## config.mk

```make
export PLATFORM = sky130hd
export DESIGN_NAME = clause_vote_accum
export DESIGN_NICKNAME = d
export VERILOG_FILES = /design/src/rtl/clause_vote_accum.sv
export SDC_FILE = /design/constraint.sdc
export NUM_CORES = 1
export LEC_CHECK = 0
export CORE_ASPECT_RATIO = 1.5
export CORE_MARGIN = 4
export CORE_UTILIZATION = 40
export CTS_CLUSTER_SIZE = 16
export DETAILED_ROUTE_END_ITERATION = 8
export PLACE_DENSITY = 0.55
export SETUP_SLACK_MARGIN = 0.5
export SYNTH_ARGS = -nofsm -noshare
export SYNTH_HDL_FRONTEND = slang
export SYNTH_SLANG_ARGS = --single-unit
```

## constraint.sdc

```tcl
create_clock -name clk -period 8.1 [get_ports clk]
set_input_delay 1.62 -clock clk [delete_from_list [all_inputs] [get_ports clk]]
set_output_delay 1.62 -clock clk [all_outputs]
set_load 0.1 [all_outputs]
```

## src/rtl/clause_vote_accum.sv

```systemverilog
// clause_vote_accum: Tsetlin-style clause vote accumulator.
// Holds a CLAUSEN x CLASSN signed weight table. For each inference it adds the
// weights of fired clauses into saturating per-class sums. It then scans the
// sums for the winning class and presents the result with a one-cycle strobe.
module clause_vote_accum #(
  parameter int CLAUSEN  = 10,
  parameter int CLASSN   = 5,
  parameter int WEIGHT_W = 8,
  parameter int SUM_W    = 16
) (
  input  logic                clk,
  input  logic                rst,
  input  logic                img_rst,
  input  logic                start,
  input  logic                w_valid,
  input  logic [7:0]          w_clause,
  input  logic [2:0]          w_class,
  input  logic [WEIGHT_W-1:0] w_data,
  input  logic                clause_done,
  input  logic                clause_op,
  output logic                busy,
  output logic                class_valid,
  output logic [2:0]          class_out,
  output logic [SUM_W-1:0]    class_sum
);

  localparam int CNT_W  = (CLAUSEN > 1) ? $clog2(CLAUSEN) : 1;
  localparam int SCAN_W = (CLASSN > 1) ? $clog2(CLASSN) : 1;
  // One guard bit above the wider operand, so a single add cannot wrap.
  localparam int ADD_W  = ((SUM_W > WEIGHT_W) ? SUM_W : WEIGHT_W) + 1;

  localparam logic [CNT_W-1:0]        LAST_CNT  = CNT_W'(CLAUSEN - 1);
  localparam logic [SCAN_W-1:0]       LAST_SCAN = SCAN_W'(CLASSN - 1);
  localparam logic signed [SUM_W-1:0] SUM_MAX   = {1'b0, {(SUM_W-1){1'b1}}};
  localparam logic signed [SUM_W-1:0] SUM_MIN   = {1'b1, {(SUM_W-1){1'b0}}};

  typedef enum logic [1:0] {
    S_IDLE,
    S_ACCUM,
    S_ARGMAX,
    S_DONE
  } state_t;

  state_t                     state;
  logic signed [WEIGHT_W-1:0] weight   [CLAUSEN][CLASSN];
  logic signed [SUM_W-1:0]    sums     [CLASSN];
  logic signed [ADD_W-1:0]    sum_raw  [CLASSN];
  logic signed [SUM_W-1:0]    sum_next [CLASSN];
  logic [CNT_W-1:0]           cnt;
  logic                       clause_done_q;
  logic                       clause_edge;
  logic [SCAN_W-1:0]          scan_idx;
  logic [SCAN_W-1:0]          best_idx;
  logic signed [SUM_W-1:0]    best_sum;
  logic [SCAN_W-1:0]          nb_idx;
  logic signed [SUM_W-1:0]    nb_sum;
  logic signed [SUM_W-1:0]    scan_sum;

  // A clause is offered only on a 0->1 transition of the done level.
  assign clause_edge = clause_done & ~clause_done_q;

  // Weight table: written only while idle, out-of-range indices fall through.
  always_ff @(posedge clk) begin
    if (rst) begin
      // NOTE: the table is built from flops, so a full reset is legal here;
      // the same table mapped to a RAM macro could not be cleared this way.
      for (int k = 0; k < CLAUSEN; k++) begin
        for (int c = 0; c < CLASSN; c++) begin
          weight[k][c] <= '0;
        end
      end
    end else if (!img_rst && w_valid && state == S_IDLE) begin
      for (int k = 0; k < CLAUSEN; k++) begin
        for (int c = 0; c < CLASSN; c++) begin
          if (w_clause == 8'(k) && w_class == 3'(c)) begin
            weight[k][c] <= w_data;
          end
        end
      end
    end
  end

  // Saturating candidate sums for the clause currently pointed to by cnt.
  always_comb begin
    for (int c = 0; c < CLASSN; c++) begin
      // NOTE: every output of this block is assigned on every path; a missing
      // branch would silently infer a latch.
      sum_raw[c] = {{(ADD_W-SUM_W){sums[c][SUM_W-1]}}, sums[c]}
                 + {{(ADD_W-WEIGHT_W){weight[cnt][c][WEIGHT_W-1]}}, weight[cnt][c]};
      if (sum_raw[c][ADD_W-1:SUM_W-1] == {(ADD_W-SUM_W+1){sum_raw[c][ADD_W-1]}}) begin
        sum_next[c] = sum_raw[c][SUM_W-1:0];
      end else if (sum_raw[c][ADD_W-1]) begin
        sum_next[c] = SUM_MIN;
      end else begin
        sum_next[c] = SUM_MAX;
      end
    end
  end

  // One argmax step: class 0 seeds the best, later classes win only if strictly greater.
  always_comb begin
    scan_sum = sums[scan_idx];
    nb_idx   = best_idx;
    nb_sum   = best_sum;
    if (scan_idx == '0) begin
      nb_idx = '0;
      nb_sum = scan_sum;
    end else if (scan_sum > best_sum) begin
      nb_idx = scan_idx;
      nb_sum = scan_sum;
    end
  end

  // Control FSM with registered status and result outputs.
  always_ff @(posedge clk) begin
    if (rst) begin
      // NOTE: state is updated with non-blocking assignments so every flop
      // samples pre-edge values, independent of statement order.
      state         <= S_IDLE;
      for (int c = 0; c < CLASSN; c++) begin
        sums[c] <= '0;
      end
      cnt           <= '0;
      clause_done_q <= 1'b0;
      scan_idx      <= '0;
      best_idx      <= '0;
      best_sum      <= '0;
      busy          <= 1'b0;
      class_valid   <= 1'b0;
      class_out     <= '0;
      class_sum     <= '0;
    end else if (img_rst) begin
      // Abort the current image; weights and the last result survive.
      state         <= S_IDLE;
      for (int c = 0; c < CLASSN; c++) begin
        sums[c] <= '0;
      end
      cnt           <= '0;
      clause_done_q <= 1'b0;
      scan_idx      <= '0;
      busy          <= 1'b0;
      class_valid   <= 1'b0;
    end else begin
      clause_done_q <= clause_done;
      class_valid   <= 1'b0;
      case (state)
        S_IDLE: begin
          if (start) begin
            for (int c = 0; c < CLASSN; c++) begin
              sums[c] <= '0;
            end
            cnt   <= '0;
            busy  <= 1'b1;
            state <= S_ACCUM;
          end
        end
        S_ACCUM: begin
          if (clause_edge) begin
            if (clause_op) begin
              for (int c = 0; c < CLASSN; c++) begin
                sums[c] <= sum_next[c];
              end
            end
            cnt <= cnt + CNT_W'(1);
            if (cnt == LAST_CNT) begin
              scan_idx <= '0;
              state    <= S_ARGMAX;
            end
          end
        end
        S_ARGMAX: begin
          best_idx <= nb_idx;
          best_sum <= nb_sum;
          if (scan_idx == LAST_SCAN) begin
            busy        <= 1'b0;
            class_valid <= 1'b1;
            class_out   <= 3'(nb_idx);
            class_sum   <= nb_sum;
            state       <= S_DONE;
          end else begin
            scan_idx <= scan_idx + SCAN_W'(1);
          end
        end
        S_DONE: begin
          state <= S_IDLE;
        end
        default: begin
          state <= S_IDLE;
        end
      endcase
    end
  end

endmodule

```

# [Word-level counts from Yosys, hierarchy flattened]
# Memories as Yosys holds them, arrays and structs flattened. A register that Yosys moved wholly into a read port is not among the register bits.
# Index checks and enable logic that the tools add are counted.
[totals] latchBits=0 register_bits=50 wordCells=500 out_inout_bits=21 romBits=0 inputBits=26 ram_bits=480 memories=2
[mem_list] name="weight" words=10 width=40 rd=1 rd_ports_with_merged_regs=1 wr=10 line_no="45" text="logic signed [WEIGHT_W-1:0] weight [CLAUSEN][CLASSN];"
[mem_list] name="sums" words=5 width=16 rd=6 rd_ports_with_merged_regs=1 wr=5 line_no="46" text="logic signed [SUM_W-1:0] sums [CLASSN];"
[op_classes] addsub=7 n_lt_le_gt_ge=1 bitwise=69 n_reduce_logical=68 n_mul=0 n_mux=315 eq_ne=28 shift=0 div_mod_pow=0
[op_table] operator="$mux W16" n=27
[op_table] operator="$mux W8" n=50
[op_table] operator="$mux W1" n=219
[op_table] operator="$add A16 B8 Y17" n=5
[op_table] operator="$or A1 B1 Y1" n=65
[op_table] operator="$logic_and A1 B1 Y1" n=52
[op_table] operator="$eq A8 B3 Y1 const B" n=4
[op_table] operator="$mux W3" n=7
[op_table] operator="$eq A8 B2 Y1 const B" n=2
[op_table] operator="$eq A8 B4 Y1 const B" n=2
[op_table] operator="$gt A16 B16 Y1" n=1
[op_table] operator="$mux W4" n=4
[op_table] operator="$ne A2 B2 Y1 const B" n=5
[op_table] operator="$reduce_and A3 Y1" n=3
[op_table] operator="$eq A8 B1 Y1 const B" n=1
[op_table] operator="$logic_not A8 Y1" n=1
[op_table] operator="$mux W2" n=4
[op_table] operator="$pmux W2 S4" n=1
[op_table] operator="$pmux W4 S2" n=1
[op_table] operator="$reduce_and A4 Y1" n=2
[op_table] operator="$eq A3 B2 Y1 const B" n=2
[op_table] operator="$eq A3 B3 Y1 const B" n=2
[op_table] operator="$logic_not A3 Y1" n=2
[op_table] operator="$pmux W3 S2" n=1
[op_table] operator="16 further kinds" n=25

# [Logic depth before layout (Yosys ltp)]
[depth] ltp_word=8 depth_mapped=19 mapped_depth_nobuf=15

# [Worst setup path before layout]
# OpenSTA, ideal clock, no wires.
[synth_path] kind="in2reg" start="input rst" end="memory sums[0][0], enable pin" cell_stages=6 t_arrival_ns=4.553 setup_ns=0.998 slack_ns=2.549 n_path_buf=3 t_required_ns=7.102 path_cell_list="clkbuf_1 nor2_1 nand4_1 clkbuf_1 clkbuf_1 nand3_1"
[synth_lines] element="start, declared" line_no="12" text="input logic rst,"
[synth_lines] element="end, declared" line_no="46"

==> flow_summary.json <==
{
  "drv_cap": 0,
  "whs_path_depth": 2,
  "finClkSkew_ns": 0.0405,
  "use_met1_pct": 20.9,
  "synth-xor-area-share_pct": 1.51,
  "root_buffer": "clkbuf_16",
  "maxSlewViolCount": 0,
  "tightest_slew_ns": 1.12,
  "syn_inst": 2371,
  "dpl.hpwl_um": 52700,
  "stdcell_area_mm2": 0.0319,
  "syn_avg_cell_area_um2": 12.2,
  "post_cts_buffers": 0,
  "ys_async_sr_fraction_pct": 0,
  "drt_iter0_markers": 920,
  "die_h_um": 338,
  "multi_input_area_mm2": 0.0127,
  "synth_edf_count": 480,
  "via_per_inst": 5.50,
  "rr_endpoint": "sums[3][3]",
  "wirelength_um": 74100,
  "ioPinCount": 47,
  "cts_buffers": 54,
  "setup_tns_ns": 0,
  "synth_top_family_by_area": "simple AND/OR/NAND/NOR gates",
  "clkLatencyLatePin_ns": 0.64,
  "final_hold_viol_count": 0,
  "fp.dieW_um": 228,
  "cts_tree": "built",
  "clk_pin_slew_ns": 0.06,
  "ys.flop_type": "edfxtp_1",
  "grt_util_all_layers_pct": 19.0,
  "wl_per_cell_um": 22.4,
  "syn-num-nets": 2506,
  "yosys_warnings": 0,
  "fillerInstances": 6440,
  "regArea_mm2": 0.0156,
  "antenna_left": 0,
  "yosysSeqAreaShare_pct": 53.7,
  "drc": 0,
  "synth_area_mm2": 0.0290,
  "initial_core_util_pct": 40.5,
  "setup_viol": 0,
  "criticalPathCategory": "reg2reg",
  "grtUsageMet3_pct": 2.14,
  "n_antenna_cell": 0,
  "area_growth_pct": 10.0,
  "clock_path_buffers": 3,
  "dieArea_mm2": 0.0769,
  "timing.fmax_mhz": 190,
  "fin_crit_sh_pct": 65.1,
  "worstPathMaxFanout": 35,
  "arrival_ns": 5.73,
  "antenna_found_initial": 0,
  "cts.sink_count": 537,
  "synth_cell_types": 79,
  "cts_hold_buffers": 0,
  "final_nets": 2486,
  "fin_crit_ns": 5.27,
  "synth_compound_area_share_pct": 11.0,
  "hold_end": "class_sum[8]",
  "placed_area_mm2": 0.0301,
  "grt_max_degree": 81,
  "place_ws_ns": 2.80,
  "grt_busiest_layer": "met2",
  "finalWorstSetupSlack_ns": 2.83,
  "cts_resized": 0,
  "synth_seq_cells": 537,
  "grt_pass1_wl_um": 113000,
  "num_vias": 18200,
  "hold_path_startpoint": "class_sum[8]",
  "routabilityCongestion": 0.866,
  "grt_pass1_vias": 19000,
  "drt_first_pass_iters": 5,
  "ctsHtreeMaxLevel": 2,
  "grt_remaining_overflow": 0,
  "grtUsageMet2_pct": 35.9,
  "cp-end-kind": "flop",
  "fp-row-count": 120,
  "hold_class": "reg2reg",
  "power_leakage_uw": 0.0116,
  "fp.coreArea_mm2": 0.0716,
  "drive_gt1_share_pct": 11.1,
  "status": "finished clean",
  "synthAdderAreaFrac_pct": 4.84,
  "synth_mux_area_share_pct": 10.4,
  "startpoint_type": "flop",
  "irDropWorstVdd_uv": 178,
  "rsz0062_at_grt": "false",
  "required_ns": 8.56,
  "yosys.area_share.simple_pct": 15.9,
  "power_density_mw_per_mm2": 192,
  "r2r_cells": 15,
  "io_buffers": 46,
  "r2r_slack_ns": 2.83,
  "slew_headroom_pct": 25.6
}
==> per-stage QoR <==
stage	hold slack [ns]	util, %	cells	power [µW]
6_report	0.457	44.5	3312	6120
3_3_place_gp	0.441	42.1	3210	3680
4_1_cts	0.460	44.5	3312	6190
3_5_place_dp	0.446	42.1	3210	3690
2_1_floorplan	0.454	-	2371	3520
5_1_grt	0.483	44.5	3312	6340
==> where the power goes <==
part | leakage [µW] | switching, µW | total, µW | internal, µW
registers | 0.00556 | 49.8 | 3140 | 3090
clock network | 0.000854 | 1110 | 2490 | 1380
logic | 0.00517 | 306 | 481 | 175
total | 0.0116 | 1470 | 6120 | 4650
==> layout make-up <==
type                    count  share of cell area, %
inverters                  50                  0.589
repair buffers             64                   1.77
clock buffers              67                   4.56
well taps                 915                   3.59
multi-input cells        1644                   39.7
flip-flops and latches    537                   48.8
clock inverters            35                  0.946
==> registers in the layout (all words and copies together) (netlist names), named ones only <==
| signal | cells |
|---|---|
| sums | 80 |
| class_sum | 16 |
| state | 2 |
| busy | 1 |
| weight | 400 |
| class_valid | 1 |
| scan_idx | 3 |
| best_sum | 16 |
| cnt | 4 |
| best_idx | 3 |
| class_out | 3 |
| clause_done_q | 1 |
==> routing by layer <==
layer | share of wire, % | wire length [µm]
met5 | 0 | 0
met4 | 6.0 | 4480
met3 | 3.0 | 2210
met2 | 53 | 39500
met1 | 38 | 27900
==> critical path, stage by stage (launching register included) <==
cell	delay, ns
dfxtp_4	0.80
buf_4	0.38
mux4_2	0.25
nor2b_1	0.31
a211oi_1	0.11
a21oi_1	0.29
ha_1	0.25
inv_1	0.07
fa_1	0.40
and2b_1	0.26
o31a_1	0.20
o22ai_1	0.15
or4_1	0.43
a32oi_1	0.37
nand3_1	0.51
o21ai_0	0.26
==> worst max-delay path by stage <==
| stage | from | end | cells after the start |
|---|---|---|---|
| after global routing | flop | sums[1][14] | 13 |
| after detailed placement | flop | best_sum[9] | 12 |
| after floorplan | rst | sums[0][0] | 6 |
| final | flop | sums[3][3] | 15 |
| after CTS | flop | best_sum[9] | 12 |
| after global placement | flop | best_sum[9] | 12 |
==> cells in the mapped netlist (16+ instances only) <==
cell type | n | area (µm²)
o21a_1 | 25 | 188
inv_1 | 50 | 188
edfxtp_1 | 480 | 14400
a211oi_1 | 49 | 368
and2_1 | 405 | 2530
ha_1 | 104 | 1300
a21oi_1 | 144 | 721
mux2i_1 | 59 | 591
buf_2 | 17 | 85.1
a21o_1 | 23 | 173
nand2b_1 | 25 | 156
nand2_1 | 97 | 364
o31ai_1 | 18 | 135
mux4_2 | 96 | 2160
o21bai_1 | 52 | 390
dfxtp_1 | 57 | 1140
clkbuf_1 | 107 | 402
a211oi_2 | 16 | 200
o21ai_0 | 81 | 405
xnor2_1 | 36 | 315
nand3_1 | 19 | 95.1
nor2b_1 | 51 | 319
nor2_1 | 148 | 556
mux2_2 | 22 | 248
==> logic make-up after synthesis <==
logic type	Yosys count
flops	537
xor+xnor	50
compound gates	477
mux	177
simple gates	831
buf+inv	190
fa+ha+maj	109
==> placed cells by master (no fill, tap or decap), drive strengths merged, types with 57 or more instances in the layout <==
master,Yosys,routed
mux4,96,96
and2,406,406
nor2,150,150
o21ai,82,82
a211oi,65,65
edfxtp,480,480
mux2i,59,59
dfxtp,57,57
clkbuf,107,67
a21oi,144,144
ha,104,104
nand2,97,97
(Power assumes the default switching activity.)
==> edit, RTL diff (same settings) <==
Add an input register stage for `w_clause`; this delays it by one clock. The other inputs are not delayed to match.
--- a/src/rtl/clause_vote_accum.sv
+++ b/src/rtl/clause_vote_accum.sv
@@ -43,2 +43,8 @@
 
+  logic [7:0] w_clause_q;
+
+  always_ff @(posedge clk) begin
+    w_clause_q <= w_clause;
+  end
+
   state_t                     state;
@@ -74,3 +80,3 @@
         for (int c = 0; c < CLASSN; c++) begin
-          if (w_clause == 8'(k) && w_class == 3'(c)) begin
+          if (w_clause_q == 8'(k) && w_class == 3'(c)) begin
             weight[k][c] <= w_data;
Function: not settled (the Yosys comparison gave no result); the edit may change what the design does.
==> edit against the unedited design <==
Worst setup slack worse by 0.35 ns; routed wire length is 0.36% lower; cell area increased by 0.89%; total power is 1.7% higher; synthesized area is 0.82% higher; sequential cell count grew 8; synthesized cell count increased by 2.0%; cell count up 1.3%; clock power rose by 3%; critical path depth decreased by 3.
==> edit: results (changes against the unedited design) <==
DP Worst Slack 2.48 ns (-0.316 ns); Final Net Count 2527 (+1.6%); status completed; cell types with the highest counts after synthesis edfxtp_1, and2_1, nor2_1; post-detailed-routing wire length 73800 um (-0.36%); DR WL/cell 22.0 um (-1.7%); parity-gate share of the synthesized area counting xor and xnor cells 1.35% (-0.16 points); initial DRC count 1202 (+31%); met2 wirelength from detailed routing 39400 um (-0.22%); area fraction in compound gates after synthesis 11.1% (+0.081 points); met3 GRT Util 2.06% (-0.081 points); synth top area cells edfxtp_1, and2_1, mux4_2; number of instances on the worst hold path 2 (unchanged); internal power 4.76 mW (+2.3%); peak ir drop on the vdd network 169 uV (-5.0%); slowest cell on the critical path a21oi_1; overall fraction of global-route tracks in use 18.7% (-0.28 points); Mapped Cells 2418 (+2.0%); Placer Congestion 0.880 (+1.7%); worst rel slew slack 12.1% (-13 points); largest fanout on the critical path 41 (+17%); met3 wire len 2140 um (-3.3%); share of cell area taken by muxes after synthesis 10.2% (-0.16 points); Leakage 11.6 nW (-0.19%); Detail Placement HPWL 51800 um (-1.7%); fraction of final layout cells with drive strength greater than 1 10.0% (-1.1 points); worst hold-check slack 0.458 ns (+0.00136 ns); vias in the first global route 19300 (+1.8%); Worst Hold End class_sum[14]$_SDFFE_PP0P_; TritonCTS Buffers 53 (-1.9%); GR Layer Usage met1 22.0% (+1.1 points); worst min-delay path startpoint class_sum[14]$_SDFFE_PP0P_; min-delay worst type flip-flop to flip-flop; largest delay contributor family on the critical path compound AO/OA/AOI/OAI gates; Max Clock Skew 0.0349 ns (-0.00559 ns); met1 routed wirelength after detailed routing 29400 um (+5.3%); net count after synthesis 2553 (+1.9%); wire length of the first global-routing pass 114000 um (+0.94%); Via-to-Cell Ratio 5.57 (+1.3%); GR Util met2 35.1% (-0.87 points); highest cell delay on the worst timing path 0.93 ns (+0.13 ns); cell total after placement 3259 (+1.5%); end of the worst register-to-register path sums[3][0]$_SDFFCE_PN0P_; share of the yosys chip area belonging to registers 53.8% (+0.11 points); number of cells on the worst reg-to-reg path 12 (-3); Netlist cell types 78 (-1.3%); area share of fa/ha/maj cells after synthesis 4.80% (-0.040 points); DP Area 30400 um^2 (+0.79%)
## edit: cell count changes after synthesis, moves of 9 or more
| cell | delta |
|---|---|
| a211oi_2 | -14 |
| o21ai_0 | +13 |
| nand2b_1 | -10 |
| clkbuf_1 | +9 |
| o31ai_1 | +10 |
## edit: worst max path at each step
stage	to	start	slack [ns]	cells after the start
after floorplan	sums[0][0]$_SDFFCE_PN0P_	rst	2.55	6
after global placement	sums[1][4]$_SDFFCE_PN0P_	flip-flop	2.53	12
after detailed placement	sums[1][14]$_SDFFCE_PN0P_	flip-flop	2.48	13
after CTS	sums[1][14]$_SDFFCE_PN0P_	flip-flop	2.43	13
after global routing	sums[1][9]$_SDFFCE_PN0P_	flip-flop	2.04	13
final	sums[3][0]$_SDFFCE_PN0P_	flip-flop	2.47	12
## edit: cells by family (layout without fill, tap and decap cells)
group / after synthesis / in the layout
flops: 545 / 545
compound gates: 501 / 501
simple gates: 847 / 847
xor+xnor: 45 / 45
buf+inv: 196 / 212
mux: 175 / 175
fa+ha+maj: 109 / 109
## edit: area by class of cell
cell class / count / area, um^2
inverter: 51 / 191
clock inverter: 26 / 323
timing repair buffer: 64 / 563
sequential: 545 / 15700
tap: 922 / 1150
fill: 6540 / 40400
multi-input combinational: 1677 / 12700
clock buffer: 71 / 1480
## edit: power by group through the flow
| stage | clock network (mW) | logic (mW) | registers [mW] |
|---|---|---|---|
| floorplan | 0 | 0.349 | 3.22 |
| global placement | 0 | 0.474 | 3.24 |
| detailed placement | 0 | 0.481 | 3.24 |
| CTS | 2.62 | 0.483 | 3.18 |
| global route | 2.72 | 0.529 | 3.19 |
| finish | 2.56 | 0.480 | 3.18 |
## edit: worst min-delay path, delay by kind of cell (launching register included)
family	cells	cell delay [ns]
DFF	1	0.31
AOI/OAI and AO/OA	1	0.05
and+or+nand+nor	1	0.05
